## src/rtl/pipeline_pkg.sv

```systemverilog
// Shared constants for the five-stage MIPS pipeline: reset PC, NOP encoding,
// and the opcode/funct values needed to classify control-flow instructions.
package pipeline_pkg;

  localparam logic [31:0] RESET_PC_DEFAULT = 32'h0040_0000;
  localparam logic [31:0] NOP_INSTR        = 32'h0000_0000;

  localparam logic [5:0] OP_RTYPE  = 6'd0;
  localparam logic [5:0] OP_REGIMM = 6'd1;
  localparam logic [5:0] OP_J      = 6'd2;
  localparam logic [5:0] OP_JAL    = 6'd3;
  localparam logic [5:0] OP_BEQ    = 6'd4;
  localparam logic [5:0] OP_BNE    = 6'd5;
  localparam logic [5:0] OP_BLEZ   = 6'd6;
  localparam logic [5:0] OP_BGTZ   = 6'd7;

  localparam logic [5:0] FN_JR     = 6'd8;
  localparam logic [5:0] FN_JALR   = 6'd9;

endpackage

```

## src/rtl/if_id_predecode.sv

```systemverilog
// Combinational early classification of a fetched instruction (branch, jump,
// jump-register) plus the J-format target; used only with IF_ID_PREDECODE_EN.
module if_id_predecode
  import pipeline_pkg::*;
(
  input  logic [3:0]  pc_plus_4_hi,
  input  logic [31:0] ir,
  output logic        is_branch,
  output logic        is_jump,
  output logic        is_jr,
  output logic [31:0] jump_target
);

  logic [5:0] opcode;
  logic [5:0] funct;

  assign opcode = ir[31:26];
  assign funct  = ir[5:0];

  always_comb begin
    is_branch   = 1'b0;
    is_jump     = 1'b0;
    is_jr       = 1'b0;
    jump_target = {pc_plus_4_hi, ir[25:0], 2'b00};
    unique case (opcode)
      OP_REGIMM, OP_BEQ, OP_BNE, OP_BLEZ, OP_BGTZ: is_branch = 1'b1;
      OP_J, OP_JAL:                                is_jump   = 1'b1;
      OP_RTYPE: is_jr = (funct == FN_JR) || (funct == FN_JALR);
      default: ;
    endcase
  end

endmodule

```

## src/rtl/if_id_reg.sv

```systemverilog
// IF/ID pipeline register with stall hold, flush bubble and saturating event
// counters. Define IF_ID_PREDECODE_EN to add registered predecode outputs.
module if_id_reg
  import pipeline_pkg::*;
#(
  parameter logic [31:0] RESET_PC = RESET_PC_DEFAULT,
  parameter int          CNT_W    = 16
) (
  input  logic             clk,
  input  logic             reset,
  input  logic [31:0]      IF_PC,
  input  logic [31:0]      IF_PC_plus_4,
  input  logic [31:0]      IF_IR,
  input  logic             stall,
  input  logic             flush,
  output logic [31:0]      ID_PC,
  output logic [31:0]      ID_PC_plus_4,
  output logic [31:0]      ID_IR,
  output logic             ID_valid,
`ifdef IF_ID_PREDECODE_EN
  output logic             ID_is_branch,
  output logic             ID_is_jump,
  output logic             ID_is_jr,
  output logic [31:0]      ID_jump_target,
`endif
  output logic [CNT_W-1:0] stall_cnt,
  output logic [CNT_W-1:0] flush_cnt
);

  function automatic logic [CNT_W-1:0] sat_inc(input logic [CNT_W-1:0] c);
    return (&c) ? c : c + 1'b1;
  endfunction

  logic [31:0]      pc_p1;
  logic [31:0]      pc4_p1;
  logic [31:0]      ir_p1;
  logic             vld_p1;
  logic [CNT_W-1:0] stall_cnt_q;
  logic [CNT_W-1:0] flush_cnt_q;

  // IF -> ID boundary; flush kills the slot but keeps its PC for debug
  always_ff @(posedge clk) begin
    if (!reset) begin
      pc_p1       <= RESET_PC;
      pc4_p1      <= RESET_PC + 32'd4;
      ir_p1       <= NOP_INSTR;
      vld_p1      <= 1'b0;
      stall_cnt_q <= '0;
      flush_cnt_q <= '0;
    end else if (flush) begin
      pc_p1       <= IF_PC;
      pc4_p1      <= IF_PC_plus_4;
      ir_p1       <= NOP_INSTR;
      vld_p1      <= 1'b0;
      flush_cnt_q <= sat_inc(flush_cnt_q);
    end else if (stall) begin
      stall_cnt_q <= sat_inc(stall_cnt_q);
    end else begin
      pc_p1  <= IF_PC;
      pc4_p1 <= IF_PC_plus_4;
      ir_p1  <= IF_IR;
      vld_p1 <= 1'b1;
    end
  end

  assign ID_PC        = pc_p1;
  assign ID_PC_plus_4 = pc4_p1;
  assign ID_IR        = ir_p1;
  assign ID_valid     = vld_p1;
  assign stall_cnt    = stall_cnt_q;
  assign flush_cnt    = flush_cnt_q;

`ifdef IF_ID_PREDECODE_EN
  logic        is_branch_p0;
  logic        is_jump_p0;
  logic        is_jr_p0;
  logic [31:0] jump_target_p0;
  logic        is_branch_p1;
  logic        is_jump_p1;
  logic        is_jr_p1;
  logic [31:0] jump_target_p1;

  if_id_predecode u_predecode (
    .pc_plus_4_hi (IF_PC_plus_4[31:28]),
    .ir           (IF_IR),
    .is_branch    (is_branch_p0),
    .is_jump      (is_jump_p0),
    .is_jr        (is_jr_p0),
    .jump_target  (jump_target_p0)
  );

  // predecode travels with the payload: cleared on reset/flush, held on stall
  always_ff @(posedge clk) begin
    if (!reset || flush) begin
      is_branch_p1   <= 1'b0;
      is_jump_p1     <= 1'b0;
      is_jr_p1       <= 1'b0;
      jump_target_p1 <= '0;
    end else if (!stall) begin
      is_branch_p1   <= is_branch_p0;
      is_jump_p1     <= is_jump_p0;
      is_jr_p1       <= is_jr_p0;
      jump_target_p1 <= jump_target_p0;
    end
  end

  assign ID_is_branch   = is_branch_p1;
  assign ID_is_jump     = is_jump_p1;
  assign ID_is_jr       = is_jr_p1;
  assign ID_jump_target = jump_target_p1;
`endif

endmodule
```

## config.mk

```make
export PLATFORM = sky130hd
export DESIGN_NAME = if_id_reg
export DESIGN_NICKNAME = d
export VERILOG_FILES = /design/src/rtl/pipeline_pkg.sv /design/src/rtl/if_id_predecode.sv /design/src/rtl/if_id_reg.sv
export SDC_FILE = /design/constraint.sdc
export NUM_CORES = 1
export LEC_CHECK = 0
export CORE_ASPECT_RATIO = 0.8
export CORE_MARGIN = 8
export CORE_UTILIZATION = 45
export CTS_BUF_LIST = sky130_fd_sc_hd__clkbuf_16
export DETAILED_ROUTE_END_ITERATION = 10
export PLACE_DENSITY = 0.92
export SYNTH_ARGS = -nofsm -noshare
export SYNTH_HDL_FRONTEND = slang
export SYNTH_SLANG_ARGS = --single-unit
```

## constraint.sdc

```tcl
create_clock -name clk -period 3.2 [get_ports clk]
set_input_delay 0.32 -clock clk [delete_from_list [all_inputs] [get_ports clk]]
set_output_delay 0.32 -clock clk [all_outputs]
set_load 0.1 [all_outputs]
```

# Word level (Yosys, flattened, before mapping)
# Index checks and enable logic that the tools add are counted.
dict set report word_totals {
  ff_bits 129
  word_cells 22
}
dict set report op_classes {
  n_addsub 2
  n_eq_ne 1
  muxes 4
  n_bitwise 4
  reduce_logical 5
}
# cell n
set ops {}
lappend ops {{two-way mux 32 bit} 4}
lappend ops {{adder 16 x 1 -> 16 bit (second input constant)} 2}
lappend ops {{AND reduction 16 bit} 2}
lappend ops {{inverter 1 bit} 4}
lappend ops {{AND reduction 3 bit} 1}
lappend ops {{!= test 2 x 1 -> 1 bit (second input constant)} 1}
lappend ops {{AND reduction 2 bit} 1}
lappend ops {{OR reduction 2 bit} 1}

# Longest topological paths before layout
dict set report depth {
  ltp_word 3
  mapped_depth 7
  mapped_depth_nobuf 5
}

# Worst setup path after synthesis
# No wires, ideal clock.
dict set report synth_path {
  kind {register -> register}
  from {reg stall_cnt_q[2] (netlist: stall_cnt[2])}
  to {reg stall_cnt_q[14] (netlist: stall_cnt[14])}
  setup_ps 70
  t_arrival_ps 2326
  path_slack_ps 804
  stages_incl_launch_ff 6
  cell_sequence {dfxtp_1 > and4_4 > nand3_4 > buf_6 > or4_1 > a21oi_1}
}
dict set report synth_via {
  elab_chain_len 3
}
# element line
set synth_rtl {}
lappend synth_rtl {{start, declared} if_id_reg.sv:38} ;# logic [CNT_W-1:0] stall_cnt_q;
lappend synth_rtl {{start signal, assigned} if_id_reg.sv:57} ;# stall_cnt_q <= sat_inc(stall_cnt_q);
lappend synth_rtl {{branches (longest 3 deep; another with adder 16 x 1 -> 16 bit)} -}
# Parallel ways; which one is timed is not known.
# A chain may end at the register's enable or synchronous reset.

# Worst setup path in the final report
dict set report layout_path {
  from {reg stall_cnt_q[6] (netlist: stall_cnt[6])}
  to {out stall_cnt[6]}
}
# element line
set layout_rtl {}
lappend layout_rtl {{end, declared} if_id_reg.sv:26} ;# output logic [CNT_W-1:0] stall_cnt,
# No word-level cell between the ends.

==> impl_metrics.toml <==
[setup_path]
worst-path-stages = 1
endpoint_kind = "output pin"
path_class = "register to output pin"
crit_arrival_ps = 2060
cp_top_family = "buffers and inverters"
start_kind = "register"
cp.required_ps = 2880
cp_max_fo = 7
crit_path_max_incr_delay_ps = 1190
ff2ff_path_depth = 4
critical-path-slowest-cell = "clkdlybuf4s50_1"
path_cells = "clkdlybuf4s50_1"
cp_num_buf_inv = 1

[hold_path]
whs_path_depth = 2
hp-class = "register to register"

[synthesis]
yosysMostFrequentCell = "nand2_1"
synth-async-reset-ratio_pct = 0
synth_seq_area_share_pct = 51.9
yosysTopAreaCell = "dfxtp_1"
yosys_warnings = 0
synth_cells = 581
synth_edf_count = 0
synthTopCellsByArea = "dfxtp_1, nand2_1, a21oi_1, mux2i_1, nor2_1"
syn_avg_cell_area_um2 = 8.57
synth_common_cells = "nand2_1, dfxtp_1, a21oi_1, nor2_1, mux2i_1"
syn-num-nets = 683
ys.flop_type = "dfxtp_1"
synth_area_um2 = 4980
synth_top_area_share_pct = 51.9
ys_types = 43
ys_ff_latch = 129

[cells_and_area]
final_cell_area_um2 = 7950
layout-drive-gt1-share_pct = 7.15
fin_nets = 901
syn_to_final_growth_pct = 59.7
antenna_cells = 0
fin_cells = 955

[timing]
rsz0062_at_grt = "no"
max-slew-margin-rel_pct = 31.6
setup_tns_ps = 0
setup_viol = 0
period_minus_slack_ps = 2380
finClkSkew_ps = 4.84
fin_crit_sh_pct = 74.3
tightest_slew_ps = 1020
slew_viol_final = 0
hold_violations = 0
fmax_mhz = 421

[clocking]
clk_pin_slew_worst_paths_ps = 60
ctsLongestPathBuffers = 2
cts_setup_buffers = 0
cts_resized = 0
clock_latency_ps = 400
cts.sinks = 129
cts_root_buf = "clkbuf_16"
tritoncts = "built"
cts_hold_buf = 0
htreeDepth = 4
cts_made_buffers = 17

[global_routing]
antenna_found_initial = 0
grt_pass1_vias = 5134
grt_max_degree = 52
grt_first_pass_wirelength_mm = 26.3
grt.total_usage_pct = 22.2
overflow = 0

[placement]
portBuffers = 228
hpwl_mm = 12.2
finalWeightedCongestion = 0.857
dpl_cell_area_um2 = 7330
dp_cells = 924

[outcome]
status = "finished, final reports clean"

[pwr]
p_leak_nw = 3.10
ir_worst_vdd_uv = 426
power_density_nw_per_um2 = 586
power.total_mw = 4.66

[drt]
ant_nets = 0
wl_mm = 16.8
drc = 0
wl_per_cell_um = 17.6
via_per_inst = 5.37
dr.pass1.iters = 7
drt_iter0_drc = 389
vias = 5131

[floorplanning]
die_w_um = 134
coreArea_um2 = 10800
start_util_pct = 45.9
die_h_um = 110
dieArea_um2 = 14700
rows = 34
top_level_ports = 229

[job]
drv_cap = 0
-- layout make-up --
cell class                 count  area, µm²
tap                          144        180
inverter                       5       18.8
fill                         775       2900
clock inverter                14        190
clock buffer                  17        425
timing repair buffer         234       2310
sequential                   129       2580
multi-input combinational    412       2240
-- metrics by stage --
step                      hold slack (ps)  setup slack (ps)  util (%)
final                                 442               823      73.3
after global routing                  449               752      73.3
after CTS                             435               791      73.3
after detailed placement              442               856      67.6
after global placement                433               975      67.6
after floorplan                       444               804         -
-- power breakdown --
group	internal (mW)	leakage [nW]	total, mW	switching [mW]
Combinational	0.274	1.75	0.936	0.662
Sequential	1.68	1.06	1.72	0.0412
Clock	1.30	0.289	2.01	0.712
-- layer usage --
| layer | vias to the layer above | GRT usage, % | wire length, µm | share of wire, % |
|---|---|---|---|---|
| li1 | 2451 | - | - | - |
| met1 | 2380 | 23.0 | 6200 | 37 |
| met2 | 269 | 38.0 | 7980 | 48 |
| met3 | 31 | 11.4 | 2220 | 13 |
| met4 | 0 | 9.11 | 371 | 2.2 |
| met5 | - | 0 | 0 | 0 |
-- sequential cells by signal (all words and copies together), names as in the netlist --
| signal | flops |
|---|---|
| ID_PC_plus_4 | 32 |
| flush_cnt | 16 |
| ID_PC | 32 |
| stall_cnt | 16 |
| ID_IR | 32 |
| ID_valid | 1 |
-- final timing paths --
check                            start                        end  slack (ps)
max          stall_cnt[6]$_SDFFE_PN0P_               stall_cnt[6]         820
min              ID_valid$_SDFFE_PP0N_      ID_valid$_SDFFE_PP0N_         440
max reg2reg  flush_cnt[8]$_SDFFE_PN0P_  flush_cnt[0]$_SDFFE_PN0P_        1310
min reg2reg      ID_valid$_SDFFE_PP0N_      ID_valid$_SDFFE_PP0N_         440
-- cells by family after synthesis --
group | after synthesis | synth area share, %
xor+xnor | 2 | 0.352
buf+inv | 40 | 3.34
compound gates | 109 | 12.2
simple gates | 261 | 24.1
mux | 38 | 7.64
fa+ha+maj | 2 | 0.503
flops | 129 | 51.9
-- cell usage in the layout, fill, tap and decap left out, drive strengths merged, types with 8 or more instances in the layout --
cell and instances:
clkdlybuf4s50 213, nand2 150, dfxtp 129, a21oi 77, nor2 40, mux2i 38, buf 21, clkbuf 17
nand4 13, nand3 11, o21ai 10, or4 9, o31ai 8
No activity file was read; power rests on OpenSTA's default activity.
